<file path="src/rtl/apb_pkg.sv">
// Shared definitions for the APB master bridge.
//   apb_state_t      : bridge FSM state encoding
//   APB_BASE_HI      : address bits [31:16] that map an access onto APB
//   UART_OFFSET      : UART select code carried in address bits [11:8]
//   PERIPH_SEL_LSB   : low bit of the peripheral select field
package apb_pkg;

  typedef enum logic [1:0] {
    IDLE   = 2'd0,
    SETUP  = 2'd1,
    ACCESS = 2'd2,
    DONE   = 2'd3
  } apb_state_t;

  localparam logic [15:0] APB_BASE_HI    = 16'h2000;
  localparam logic [3:0]  UART_OFFSET    = 4'h0;
  localparam int unsigned PERIPH_SEL_LSB = 8;

endpackage

</file>
<file path="src/rtl/apb_master_bridge.sv">
// APB initiator for the core memory stage. Turns one load/store request into
// an APB SETUP/ACCESS transfer, stalls the core meanwhile, and returns read
// data with a one-cycle completion pulse and an error flag.
//
// Ports:
//   clk, rst                   : clock, synchronous active-high reset
//   mem_req/write/addr/wdata/strb : core request (held while mem_stall=1)
//   mem_stall                  : core pipeline freeze
//   mem_rdata, resp_valid, resp_err : completion (data valid with resp_valid)
//   PADDR/PWDATA/PSTRB/PWRITE/PSEL/PENABLE : APB request outputs
//   PRDATA, PREADY             : APB slave response
//
// state  | meaning
// IDLE   | waiting for a request; out-of-range requests go straight to DONE
// SETUP  | APB setup phase, PSEL=1 PENABLE=0, timeout counter cleared
// ACCESS | APB access phase, waiting for PREADY or timeout
// DONE   | one-cycle completion pulse, no new request accepted
module apb_master_bridge
  import apb_pkg::*;
#(
  parameter logic [15:0] BASE_HI        = APB_BASE_HI,
  parameter int unsigned TIMEOUT_CYCLES = 16
) (
  input  logic        clk,
  input  logic        rst,
  input  logic        mem_req,
  input  logic        mem_write,
  input  logic [31:0] mem_addr,
  input  logic [31:0] mem_wdata,
  input  logic [1:0]  mem_strb,
  output logic        mem_stall,
  output logic [31:0] mem_rdata,
  output logic        resp_valid,
  output logic        resp_err,
  output logic [31:0] PADDR,
  output logic [31:0] PWDATA,
  output logic [1:0]  PSTRB,
  output logic        PWRITE,
  output logic        PSEL,
  output logic        PENABLE,
  input  logic [31:0] PRDATA,
  input  logic        PREADY
);

  localparam int unsigned CNT_W = (TIMEOUT_CYCLES > 2) ? $clog2(TIMEOUT_CYCLES) : 1;
  localparam logic [CNT_W-1:0] CNT_LAST = CNT_W'(TIMEOUT_CYCLES - 1);

  apb_state_t        state_q, state_d;
  logic [CNT_W-1:0]  cnt_q, cnt_d;
  logic [31:0]       paddr_q, paddr_d;
  logic [31:0]       pwdata_q, pwdata_d;
  logic [1:0]        pstrb_q, pstrb_d;
  logic              pwrite_q, pwrite_d;
  logic              psel_q, psel_d;
  logic              penable_q, penable_d;
  logic [31:0]       rdata_q, rdata_d;
  logic              resp_valid_q, resp_valid_d;
  logic              resp_err_q, resp_err_d;

  // All registered outputs describe the state being entered, so the
  // next-state logic also sets the outputs for that state.
  always_comb begin
    state_d      = state_q;
    cnt_d        = cnt_q;
    paddr_d      = paddr_q;
    pwdata_d     = pwdata_q;
    pstrb_d      = pstrb_q;
    pwrite_d     = pwrite_q;
    psel_d       = 1'b0;
    penable_d    = 1'b0;
    rdata_d      = '0;
    resp_valid_d = 1'b0;
    resp_err_d   = 1'b0;

    unique case (state_q)
      IDLE: begin
        if (mem_req) begin
          if (mem_addr[31:16] == BASE_HI) begin
            paddr_d  = mem_addr;
            pwdata_d = mem_wdata;
            pstrb_d  = mem_strb;
            pwrite_d = mem_write;
            psel_d   = 1'b1;
            state_d  = SETUP;
          end else begin
            resp_valid_d = 1'b1;
            resp_err_d   = 1'b1;
            state_d      = DONE;
          end
        end
      end
      SETUP: begin
        psel_d    = 1'b1;
        penable_d = 1'b1;
        cnt_d     = '0;
        state_d   = ACCESS;
      end
      ACCESS: begin
        // PREADY wins over the timeout when both land in the same cycle.
        if (PREADY) begin
          rdata_d      = pwrite_q ? 32'd0 : PRDATA;
          resp_valid_d = 1'b1;
          state_d      = DONE;
        end else if (cnt_q == CNT_LAST) begin
          resp_valid_d = 1'b1;
          resp_err_d   = 1'b1;
          state_d      = DONE;
        end else begin
          psel_d    = 1'b1;
          penable_d = 1'b1;
          cnt_d     = cnt_q + CNT_W'(1);
        end
      end
      DONE: begin
        state_d = IDLE;
      end
      default: state_d = IDLE;
    endcase
  end

  always_ff @(posedge clk) begin
    if (rst) begin
      state_q      <= IDLE;
      cnt_q        <= '0;
      paddr_q      <= '0;
      pwdata_q     <= '0;
      pstrb_q      <= '0;
      pwrite_q     <= 1'b0;
      psel_q       <= 1'b0;
      penable_q    <= 1'b0;
      rdata_q      <= '0;
      resp_valid_q <= 1'b0;
      resp_err_q   <= 1'b0;
    end else begin
      state_q      <= state_d;
      cnt_q        <= cnt_d;
      paddr_q      <= paddr_d;
      pwdata_q     <= pwdata_d;
      pstrb_q      <= pstrb_d;
      pwrite_q     <= pwrite_d;
      psel_q       <= psel_d;
      penable_q    <= penable_d;
      rdata_q      <= rdata_d;
      resp_valid_q <= resp_valid_d;
      resp_err_q   <= resp_err_d;
    end
  end

  // The stall must cover the request cycle itself, so it is combinational
  // on mem_req while idle.
  always_comb begin
    mem_stall = 1'b0;
    unique case (state_q)
      IDLE:          mem_stall = mem_req;
      SETUP, ACCESS: mem_stall = 1'b1;
      default:       mem_stall = 1'b0;
    endcase
  end

  assign mem_rdata  = rdata_q;
  assign resp_valid = resp_valid_q;
  assign resp_err   = resp_err_q;
  assign PADDR      = paddr_q;
  assign PWDATA     = pwdata_q;
  assign PSTRB      = pstrb_q;
  assign PWRITE     = pwrite_q;
  assign PSEL       = psel_q;
  assign PENABLE    = penable_q;

endmodule

</file>
<file path="config.mk">
export PLATFORM = sky130hd
export DESIGN_NAME = apb_master_bridge
export DESIGN_NICKNAME = d
export VERILOG_FILES = /design/src/rtl/apb_pkg.sv /design/src/rtl/apb_master_bridge.sv
export SDC_FILE = /design/constraint.sdc
export NUM_CORES = 1
export LEC_CHECK = 0
export BUFFER_PORTS_ARGS = -buffer_cell sky130_fd_sc_hd__buf_2
export CORE_MARGIN = 1.5
export CORE_UTILIZATION = 29
export CTS_CLUSTER_DIAMETER = 30
export CTS_CLUSTER_SIZE = 14
export DETAILED_ROUTE_END_ITERATION = 12
export GPL_TIMING_DRIVEN = 0
export SYNTH_ARGS = -nofsm -noshare
export SYNTH_HDL_FRONTEND = slang
export SYNTH_SLANG_ARGS = --single-unit
</file>
<file path="constraint.sdc">
create_clock -name clk -period 3.4 [get_ports clk]
set_input_delay 0.17 -clock clk [delete_from_list [all_inputs] [get_ports clk]]
set_output_delay 0.17 -clock clk [all_outputs]
set_load 0.05 [all_outputs]
</file>
==> results of run 1 <==
## final timing paths
check	startpoint	endpoint	slack, ps
worst min register to register	PADDR[29]	PADDR[29]	460
worst min-delay path	PRDATA[16]	mem_rdata[16]	20
worst max-delay path	state_q[0]	mem_rdata[29]	1090
worst max register to register	state_q[0]	mem_rdata[29]	1090
## synthesized netlist by cell type, types with 2 or more instances
cell / n / share of area (%)
ha_1: 6 / 1.8
buf_6: 6 / 1.6
nor4_2: 3 / 0.89
a21oi_1: 4 / 0.47
nor3_1: 2 / 0.24
nand3_1: 2 / 0.24
o21ai_1: 49 / 5.8
nor3b_1: 17 / 3.0
inv_1: 4 / 0.36
clkbuf_1: 27 / 2.4
nand2b_1: 55 / 8.1
nor2_1: 8 / 0.71
dfxtp_1: 109 / 52
nor2b_1: 54 / 8.0
o21ai_0: 55 / 6.5
and2_1: 32 / 4.7
nand2_1: 4 / 0.36
## worst max-delay path: cells and delay by family (launching register included)
family / cells / cell delay (ps)
buf+inv: 2 / 470
flops: 1 / 340
fa+ha+maj: 1 / 300
simple gates: 2 / 1130
## stage by stage
step	instance area [um2]	util (%)	hold slack, ps
6_report	5760	41.0	21.2
5_1_grt	5760	41.0	12.4
4_1_cts	5760	41.0	2.31
3_5_place_dp	5480	39.0	371
3_3_place_gp	5480	39.0	369
2_1_floorplan	4230	-	292
## sequential cells by signal (all words and copies together), names as in the netlist
register	count
PADDR	32
PENABLE	1
PSEL	1
PSTRB	2
PWDATA	32
PWRITE	1
cnt_q	4
mem_rdata	32
resp_err	1
resp_valid	1
state_q	2
## power groups by stage
stage	registers, mW	clock network, mW	logic, mW
after floorplan	1.50	0	0.270
after global placement	1.37	0	0.583
after detailed placement	1.38	0	0.594
after CTS	1.35	1.03	0.596
after global routing	1.35	1.08	0.645
final	1.35	0.982	0.590
## cells in the final DEF (no fill, tap or decap), drive strengths merged
| master | count |
|---|---|
| o41ai | 1 |
| a221oi | 1 |
| mux2 | 1 |
| and2 | 32 |
| inv | 6 |
| a21oi | 5 |
| nor4 | 3 |
| xnor2 | 1 |
| nand3b | 1 |
| nor3b | 17 |
| ha | 6 |
| nor2 | 8 |
| and3 | 1 |
| a31oi | 1 |
| nor4b | 1 |
| o21ai | 104 |
| dfxtp | 109 |
| nor4bb | 1 |
| nor3 | 2 |
| buf | 213 |
| nand2 | 4 |
| nor2b | 54 |
| nand2b | 55 |
| nand3 | 2 |
| a2111oi | 1 |
| a211oi | 1 |
| clkinv | 3 |
| or2 | 1 |
| clkbuf | 38 |
| nand4 | 1 |
## layout make-up
cell class	instances	area share, %
plain buffers	34	3.02
clock buffers	11	4.22
clock inverters	5	0.565
inverters	4	0.261
multi-input cells	305	32.2
flip-flops and latches	109	37.9
well taps	180	3.91
repair buffers	206	17.9
## layer usage
layer | wire [um] | GRT usage, % | part of all wire, % | vias to the layer above
li1 | - | - | - | 1929
met1 | 4970 | 18.0 | 43 | 1770
met2 | 5190 | 24.2 | 45 | 154
met3 | 1140 | 5.59 | 9.9 | 15
met4 | 208 | 6.90 | 1.8 | 2
met5 | 13 | 0 | 0.11 | -
## cells by family after synthesis
logic type / share of synthesized area [%]
muxes: 0.266
DFF: 51.6
xor gates and xnor gates: 0.207
AOI/OAI and AO/OA: 13.9
buffers and inverters: 4.47
and+or+nand+nor: 27.7
adders and majority gates: 1.78
==> run metrics, run 1 <==
Slew Limit Headroom=22.0%; area grow syn2layout=36.2%; H-Tree Level Count=3; post-route DRC violation count=0; clock slew at reported path FFs=70 ps; ant diodes=0; sequential power share=46.1%; Pins Over Slew Limit=0; DP Wirelength=8500 um; Num CTS Buffers=9; status=complete, no violations; Avg Inst Size Synth=9.35 um2; CTS sink count=109; worst-margin pin slew=1150 ps; fraction of registers with async set/reset=0%; Psw=0.895 mW; post-route insts no fill=854; # hold bufs at CTS=0; hold path cells=2; remaining global-route overflow=0; highest-delay cell along the critical path=nor4bb_1; fillers=1,457; Die Area=15,300 um2; width of the die=124 um; core area=14,000 um2; Root Buffer=clkbuf_16; Final Total Pwr=2.92 mW; worst skew pair latency=340 ps; cell count after placement=838; Final min period=2310 ps; CTS tree=built; # resized after CTS=0; Net Count, Synth=561; first-pass GRT wire length=17,900 um; clock share of power=33.7%; # rows=43; multi-input logic area=1850 um2; VDD IR-drop max=254 uV; largest net degree at the start of global routing=18; layout cell share with drive strength beyond 1=34.9%; all-layer global routing usage=15.1%; Initial Util=30.1%; part of the power in combinational logic=20.2%; endpoints failing setup=0; Post-synth EDFFs=0; worst r2r path cells=5; total negative slack=0 ps; initial drt markers=141; Die Span Y=124 um; Final Cycle Share=67.8%; routed wire length per instance=13.5 um; CP Launch Type=register; worst stage delay on the critical path=940 ps; Sw Share=30.7%; Setup Skew=6.84 ps; Yosys warning total=0; Crit path arrival time=2590 ps; Worst Path Max Fanout=10; Synth cell types=32; RSZ-0062 raised after global routing=no; FF/Latch Area=2180 um2; Layout Nets=778; sequential fraction of the synthesis area=51.6%; worst-path cell chain=inv_1 > ha_1 > nor4bb_1 > clkbuf_1 > and2_1; Clock Path Buffers=2; post-route ant nets=0; final worst slack=1090 ps; Setup Fix Bufs, Post-CTS=0; # port buffers=206; Yosys reg bits=109; final hold violation count=0; Static Leak=2.66 nW; Cell Pwr Density=507 nW/um2; Worst Path Required=3680 ps; Worst Hold Class=input pin to register; initial antenna violation count=1; Setup CP Type=register to register; Top Ports=207; Post-Place Setup Slack=1040 ps; number of global-route vias before repair=3,821; maximum clock rate=434 MHz; crit path capture type=register; via-per-instance ratio=4.53; ys flop type=dfxtp_1; Post-Route WL=11,500 um; drt pass-1 iters=5; routability cong.=0.737; routed vias=3,870; Internal=2.02 mW; Syn Std Cell Area=4230 um2; Max Cap Viol=0; cells after synthesis=452
Power figures use the tool's default switching activity.
==> inputs of run 2 (changes only) <==
==> constraint.sdc (replaced) <==
create_clock -name clk -period 1.9 [get_ports clk]
set_input_delay 0.095 -clock clk [delete_from_list [all_inputs] [get_ports clk]]
set_output_delay 0.095 -clock clk [all_outputs]
set_load 0.05 [all_outputs]
==> run 2 against run 1 <==
Against the previous run:
- core utilization rose by 5.3 points
- combinational power grew 100%
- register-to-register slack worse by 940 ps
- die area unchanged
- cell count is 8.4% higher
- flip-flop and latch count is the same
- total power rose by 84%
- clock power grew 79%
- worst hold slack got worse by 8.0 ps
==> run metrics, run 2 (synthesis gave the netlist of run 1 again) <==
clock slew at reported path FFs=70 ps (about the same); layout cell share with drive strength beyond 1=32.2% (was 34.9%); cell count after placement=838 (unchanged); H-Tree Level Count=3 (unchanged); ant diodes=0 (unchanged); worst r2r path cells=6 (was 5); CTS sink count=109 (unchanged); endpoints failing setup=0 (unchanged); Setup Skew=7.38 ps (was 6.84 ps); Min-Delay Endpoint=PWDATA[28] (was mem_rdata[16]); Top Ports=207 (unchanged); largest net degree at the start of global routing=18 (unchanged); Crit path arrival time=2020 ps (was 2590 ps); # rows=43 (unchanged); hold path cells=3 (was 2); Layout Nets=850 (was 778); worst-margin pin slew=555 ps (was 1150 ps); routed vias=4,159 (was 3,870); post-route ant nets=0 (unchanged); Pins Over Slew Limit=0 (unchanged); routability cong.=0.737 (unchanged); first-pass GRT wire length=19,400 um (was 17,900 um); Final min period=1740 ps (was 2310 ps); Max Cap Viol=0 (unchanged); Cell Pwr Density=826 nW/um2 (was 507 nW/um2); most frequent cells in the layout=207 x buf_2, 109 x dfxtp_1, 71 x dlygate4sd3_1, 55 x nand2b_1, 55 x o21ai_0 (was 207 x buf_2, 109 x dfxtp_1, 55 x nand2b_1, 55 x o21ai_0, 54 x nor2b_1); total negative slack=0 ps (unchanged); commonest non-fill, non-tap cell in the layout=buf_2 (unchanged); status=complete, no violations (unchanged); Static Leak=2.97 nW (was 2.66 nW); all-layer global routing usage=16.2% (was 15.1%); Final Cycle Share=91.8% (was 67.8%); Die Span Y=124 um (unchanged); final hold slack=13.2 ps (was 21.2 ps); routed wire length per instance=13.4 um (was 13.5 um); Reg2Reg Setup Slack=160 ps (was 1090 ps); width of the die=124 um (unchanged); reg2reg start=state_q[0] (unchanged); DP Wirelength=8500 um (unchanged); post-route insts no fill=926 (was 854); final hold violation count=0 (unchanged); Initial Util=30.1% (unchanged); Worst Hold Class=input pin to register (unchanged); Final Total Pwr=5.37 mW (was 2.92 mW); core area=14,000 um2 (unchanged); Setup CP Type=register to register (unchanged); drt pass-1 iters=5 (unchanged); crit path capture type=register (unchanged); RSZ-0062 raised after global routing=no (unchanged); area grow syn2layout=53.9% (was 36.2%); # port buffers=206 (unchanged); post-route DRC violation count=0 (unchanged); min-delay src=mem_wdata[28] (was PRDATA[16]); Slew Limit Headroom=63.0% (was 22.0%); Worst Path Max Fanout=10 (unchanged); initial antenna violation count=1 (unchanged); initial drt markers=155 (was 141); Clock Path Buffers=2 (unchanged); Num CTS Buffers=9 (unchanged); Post-Route WL=12,400 um (was 11,500 um); maximum clock rate=573 MHz (was 434 MHz); Die Area=15,300 um2 (unchanged); Root Buffer=clkbuf_16 (unchanged); CTS tree=built (unchanged); CP Launch Type=register (unchanged); Reg2Reg Capture Point=mem_rdata[25] (was mem_rdata[29]); VDD IR-drop max=474 uV (was 254 uV); via-per-instance ratio=4.49 (was 4.53); worst skew pair latency=340 ps (about the same); Worst Path Required=2180 ps (was 3680 ps); number of global-route vias before repair=4,185 (was 3,821); remaining global-route overflow=0 (unchanged)
-- run 2: changes by cell type in the layout (fill, tap and decap cells not counted), sizes merged --
| cell | delta |
|---|---|
| dlygate4sd3 | +71 |
| buf | +1 |
-- run 2: where the power goes --
| part | leakage [nW] | internal, mW | total [mW] | switching (mW) |
|---|---|---|---|---|
| registers | 0.880 | 2.37 | 2.41 | 0.0401 |
| clock network | 0.140 | 0.929 | 1.76 | 0.834 |
| logic | 1.95 | 0.429 | 1.19 | 0.765 |
| total | 2.97 | 3.73 | 5.37 | 1.64 |
-- run 2: metrics by stage --
| stage | utilization (%) | area, um2 | setup slack (ps) |
|---|---|---|---|
| floorplan | - | 4230 | 401 |
| global placement | 39.0 | 5480 | -399 |
| detailed placement | 39.0 | 5480 | -457 |
| CTS | 46.2 | 6480 | 39.2 |
| global route | 46.3 | 6500 | 4.56 |
| finish | 46.3 | 6500 | 155 |
-- run 2: how the worst max path moves through the flow --
stage	startpoint	slack, ps	cells after the start	to
floorplan	state_q[1]	400	4	mem_stall
global placement	state_q[0]	-400	5	mem_rdata[7]
detailed placement	state_q[0]	-460	5	mem_rdata[29]
CTS	state_q[0]	40	5	mem_rdata[29]
global route	state_q[0]	5	6	mem_rdata[24]
finish	state_q[0]	160	6	mem_rdata[25]
-- run 2: final cells by class --
| cell class | count | area [um2] |
|---|---|---|
| Buffer | 34 | 174 |
| Sequential cell | 109 | 2180 |
| Fill cell | 1360 | 7540 |
| Multi-Input combinational cell | 305 | 1880 |
| Tap cell | 180 | 225 |
| Timing Repair Buffer | 278 | 1750 |
| Clock buffer | 11 | 243 |
| Inverter | 4 | 15.0 |
| Clock inverter | 5 | 32.5 |
-- run 2: layer usage --
metal / vias up / track usage [%] / share of wire [%]
met5: - / 0 / 0.10
met4: 2 / 7.04 / 1.8
met3: 18 / 5.72 / 8.9
met2: 155 / 26.6 / 46
met1: 1911 / 19.2 / 43
li1: 2073 / - / -
-- run 2: repair_timing --
action                                  4_1_cts  5_1_grt
gates resized for setup                       3        3
endpoints found under the setup margin       34       92
hold buffers                                 71        0
setup buffers                                 0        1
hold endpoints to repair                     71        0
-- run 2: worst max-delay path: stages, from the launching register on --
cell and delay, ps:
dfxtp_1 340, inv_1 130, ha_1 310, nor4bb_4 230, buf_4 190, clkbuf_1 280
and2_1 200
==> inputs of run 3 (changes only) <==
--- a/config.mk
+++ b/config.mk
@@ -5,8 +5,9 @@
 export SDC_FILE = /design/constraint.sdc
 export NUM_CORES = 1
 export LEC_CHECK = 0
+export ABC_AREA = 1
 export BUFFER_PORTS_ARGS = -buffer_cell sky130_fd_sc_hd__buf_2
-export CORE_MARGIN = 1.5
+export CORE_MARGIN = 4
 export CORE_UTILIZATION = 29
 export CTS_CLUSTER_DIAMETER = 30
 export CTS_CLUSTER_SIZE = 14
==> constraint.sdc (replaced) <==
create_clock -name clk -period 1.85 [get_ports clk]
set_input_delay 0.0925 -clock clk [delete_from_list [all_inputs] [get_ports clk]]
set_output_delay 0.0925 -clock clk [all_outputs]
set_load 0.05 [all_outputs]
==> run 3 against run 2 <==
Against the previous run:
- clock power rose by 9.7%
- register-to-register slack improved by 70 ps
- wire length rose by 6.0%
- critical endpoint is now mem_stall
- largest cell class unchanged
==> run metrics, run 3 <==
area grow syn2layout=42.2% (was 53.9%); commonest non-fill, non-tap cell in the layout=inv_1 (was buf_2); most frequent cells after synthesis=210 x inv_1, 121 x nand2_1, 109 x dfxtp_1 (was 109 x dfxtp_1, 55 x nand2b_1, 55 x o21ai_0); Final Total Pwr=5.59 mW (was 5.37 mW); CP Launch Type=register (unchanged); number of global-route vias before repair=4,204 (was 4,185); met1 WL=5630 um (was 5350 um); Crit path arrival time=1590 ps (was 2020 ps); worst-path cell chain=inv_1 > ha_1 > inv_1 > a21oi_1 > buf_2 (was inv_1 > ha_1 > nor4bb_4 > buf_4 > clkbuf_1 > and2_1); Avg Inst Size Synth=6.79 um2 (was 9.35 um2); area leader, netlist=dfxtp_1 (unchanged); CP Launch Point=state_q[0] (unchanged); reg2reg start=state_q[0] (unchanged); Reg2Reg Setup Slack=230 ps (was 160 ps); Die Span Y=133 um (was 124 um); Slew Limit Headroom=64.8% (was 63.0%); Max Cap Viol=0 (unchanged); Area contributors post-synth=dfxtp_1 48%, inv_1 17%, nand2_1 10% (was dfxtp_1 52%, nand2b_1 8.1%, nor2b_1 8.0%); worst skew pair latency=350 ps (was 340 ps); status=complete, no violations (unchanged); H-Tree Level Count=3 (unchanged); fillers=1,654 (was 1,360); routability cong.=0.806 (was 0.737); hold path cells=5 (was 3); first-pass GRT wire length=20,700 um (was 19,400 um); Top Ports=207 (unchanged); Synth cell types=19 (was 32); Worst Hold Class=input pin to register (unchanged); Num CTS Buffers=9 (unchanged); highest-delay cell along the critical path=dfxtp_1 (unchanged); maximum clock rate=594 MHz; min-delay src=mem_wdata[18] (was mem_wdata[28]); cells after synthesis=672 (was 452); WL met2=6260 um (was 5730 um); WL met3=1030 um (was 1100 um); largest net degree at the start of global routing=22 (was 18); routed vias=4,450 (was 4,159); Root Buffer=clkbuf_16 (unchanged); Yosys reg bits=109 (unchanged); Clock Path Buffers=2 (unchanged); ant diodes=0 (unchanged); Cell Pwr Density=862 nW/um2 (was 826 nW/um2); Min-Delay Endpoint=PWDATA[18] (was PWDATA[28]); # rows=45 (was 43); layout cell share with drive strength beyond 1=25.6% (was 32.2%); Reg2Reg Capture Point=PADDR[25] (was mem_rdata[25]); DR top layer=met5 (unchanged); crit path capture type=primary output (was register); post-synth top area share=47.8% (was 51.6%); CTS tree=built (unchanged); worst r2r path cells=9 (was 6); count leader, synth=inv_1 (was dfxtp_1); Worst Path Required=1760 ps (was 2180 ps); all-layer global routing usage=14.5% (was 16.2%); fraction of registers with async set/reset=0% (unchanged); RSZ-0062 raised after global routing=no (unchanged); remaining global-route overflow=0 (unchanged); most used cell, CP=inv_1; total negative slack=0 ps (unchanged); Die Area=17,800 um2 (was 15,300 um2); Syn Std Cell Area=4560 um2 (was 4230 um2); routed wire length per instance=11.6 um (was 13.4 um); worst stage delay on the critical path=360 ps (was 340 ps); Setup CP Type=register to primary output (was register to register); initial drt markers=187 (was 155); Setup Skew=5.72 ps (was 7.38 ps); Pins Over Slew Limit=0 (unchanged); final worst slack=166 ps (was 155 ps); # port buffers=205 (was 206); Setup Fix Bufs, Post-CTS=0 (unchanged); Layout Nets=1,029 (was 850); worst-margin pin slew=528 ps (was 555 ps); drt pass-1 iters=5 (unchanged); Initial Util=29.8% (was 30.1%); Static Leak=3.79 nW (was 2.97 nW); DP Wirelength=9580 um (was 8500 um); Final min period=1680 ps; post-route ant nets=0 (unchanged); Post-Route WL=13,200 um (was 12,400 um); Yosys warning total=0 (unchanged); VDD IR-drop max=474 uV (about the same); Final Cycle Share=91.0%; Net Count, Synth=781 (was 561); ys flop type=dfxtp_1 (unchanged); Post-synth EDFFs=0 (unchanged); CTS sink count=109 (unchanged); most frequent cells in the layout=210 x inv_1, 205 x buf_2, 121 x nand2_1, 109 x dfxtp_1, 98 x nor2_1 (was 207 x buf_2, 109 x dfxtp_1, 71 x dlygate4sd3_1, 55 x nand2b_1, 55 x o21ai_0); via-per-instance ratio=3.92 (was 4.49); sequential fraction of the synthesis area=47.8% (was 51.6%); clock slew at reported path FFs=80 ps (was 70 ps); final hold violation count=0 (unchanged); post-route DRC violation count=0 (unchanged); Post-Place Setup Slack=105 ps (was -457 ps); Worst Path Max Fanout=4 (was 10); endpoints failing setup=0 (unchanged); width of the die=133 um (was 124 um); core area=15,300 um2 (was 14,000 um2); initial antenna violation count=1 (unchanged)
-- run 3: cell families after synthesis --
logic type	Yosys count	share of synthesized area, %
AO/OA/AOI/OAI	13	1.43
adder cells (fa/ha/maj)	6	1.65
buffers and inverters	245	20.4
flip-flops	109	47.8
AND/OR/NAND/NOR	299	28.7
-- run 3: worst max path at each step --
| stage | to | slack, ps |
|---|---|---|
| global route | PADDR[30] | 20 |
| CTS | PADDR[25] | 80 |
| floorplan | mem_stall | 240 |
| global placement | PSEL | 40 |
| detailed placement | PADDR[29] | 110 |
| finish | mem_stall | 170 |
-- run 3: timing repair --
action | CTS | global route
gates resized for setup | 0 | 16
hold endpoints to repair | 32 | 0
endpoints found under the setup margin | 0 | 46
hold buffers | 32 | 0
-- run 3: power breakdown --
group	total, mW	internal [mW]	switching (mW)
logic	1.19	0.352	0.839
clock network	1.93	0.960	0.967
registers	2.47	2.44	0.0352
-- run 3: stage by stage --
| stage | instances | util (%) | hold WS [ps] | cell area (um2) |
|---|---|---|---|---|
| after floorplan | 672 | - | 205 | 4560 |
| after global routing | 1136 | 42.4 | 75.3 | 6490 |
| after CTS | 1136 | 42.3 | 48.7 | 6470 |
| final | 1136 | 42.4 | 61.9 | 6490 |
| after detailed placement | 1088 | 38.2 | 310 | 5850 |
| after global placement | 1088 | 38.2 | 304 | 5850 |
-- run 3: area by class of cell --
cell class / instances / area (um2) / share of cell area [%]
Clock buffer: 9 / 225 / 3.47
Timing Repair Buffer: 237 / 1350 / 20.8
Multi-Input combinational cell: 318 / 1450 / 22.3
Inverter: 212 / 798 / 12.3
Clock inverter: 7 / 75.1 / 1.16
Buffer: 33 / 146 / 2.26
Sequential cell: 109 / 2180 / 33.6
Tap cell: 211 / 264 / 4.07
-- run 3: metal layers --
layer / vias up / global-route usage, %
met5: - / 0
met4: 2 / 4.46
met3: 16 / 5.17
met2: 132 / 24.2
met1: 1873 / 17.4
li1: 2427 / -
-- run 3: worst max-delay path, delay by kind of cell (launching register included) --
family,cells,cell delay [ps]
AOI/OAI and AO/OA,1,160
adders and majority gates,1,280
buffers and inverters,3,440
DFF,1,360
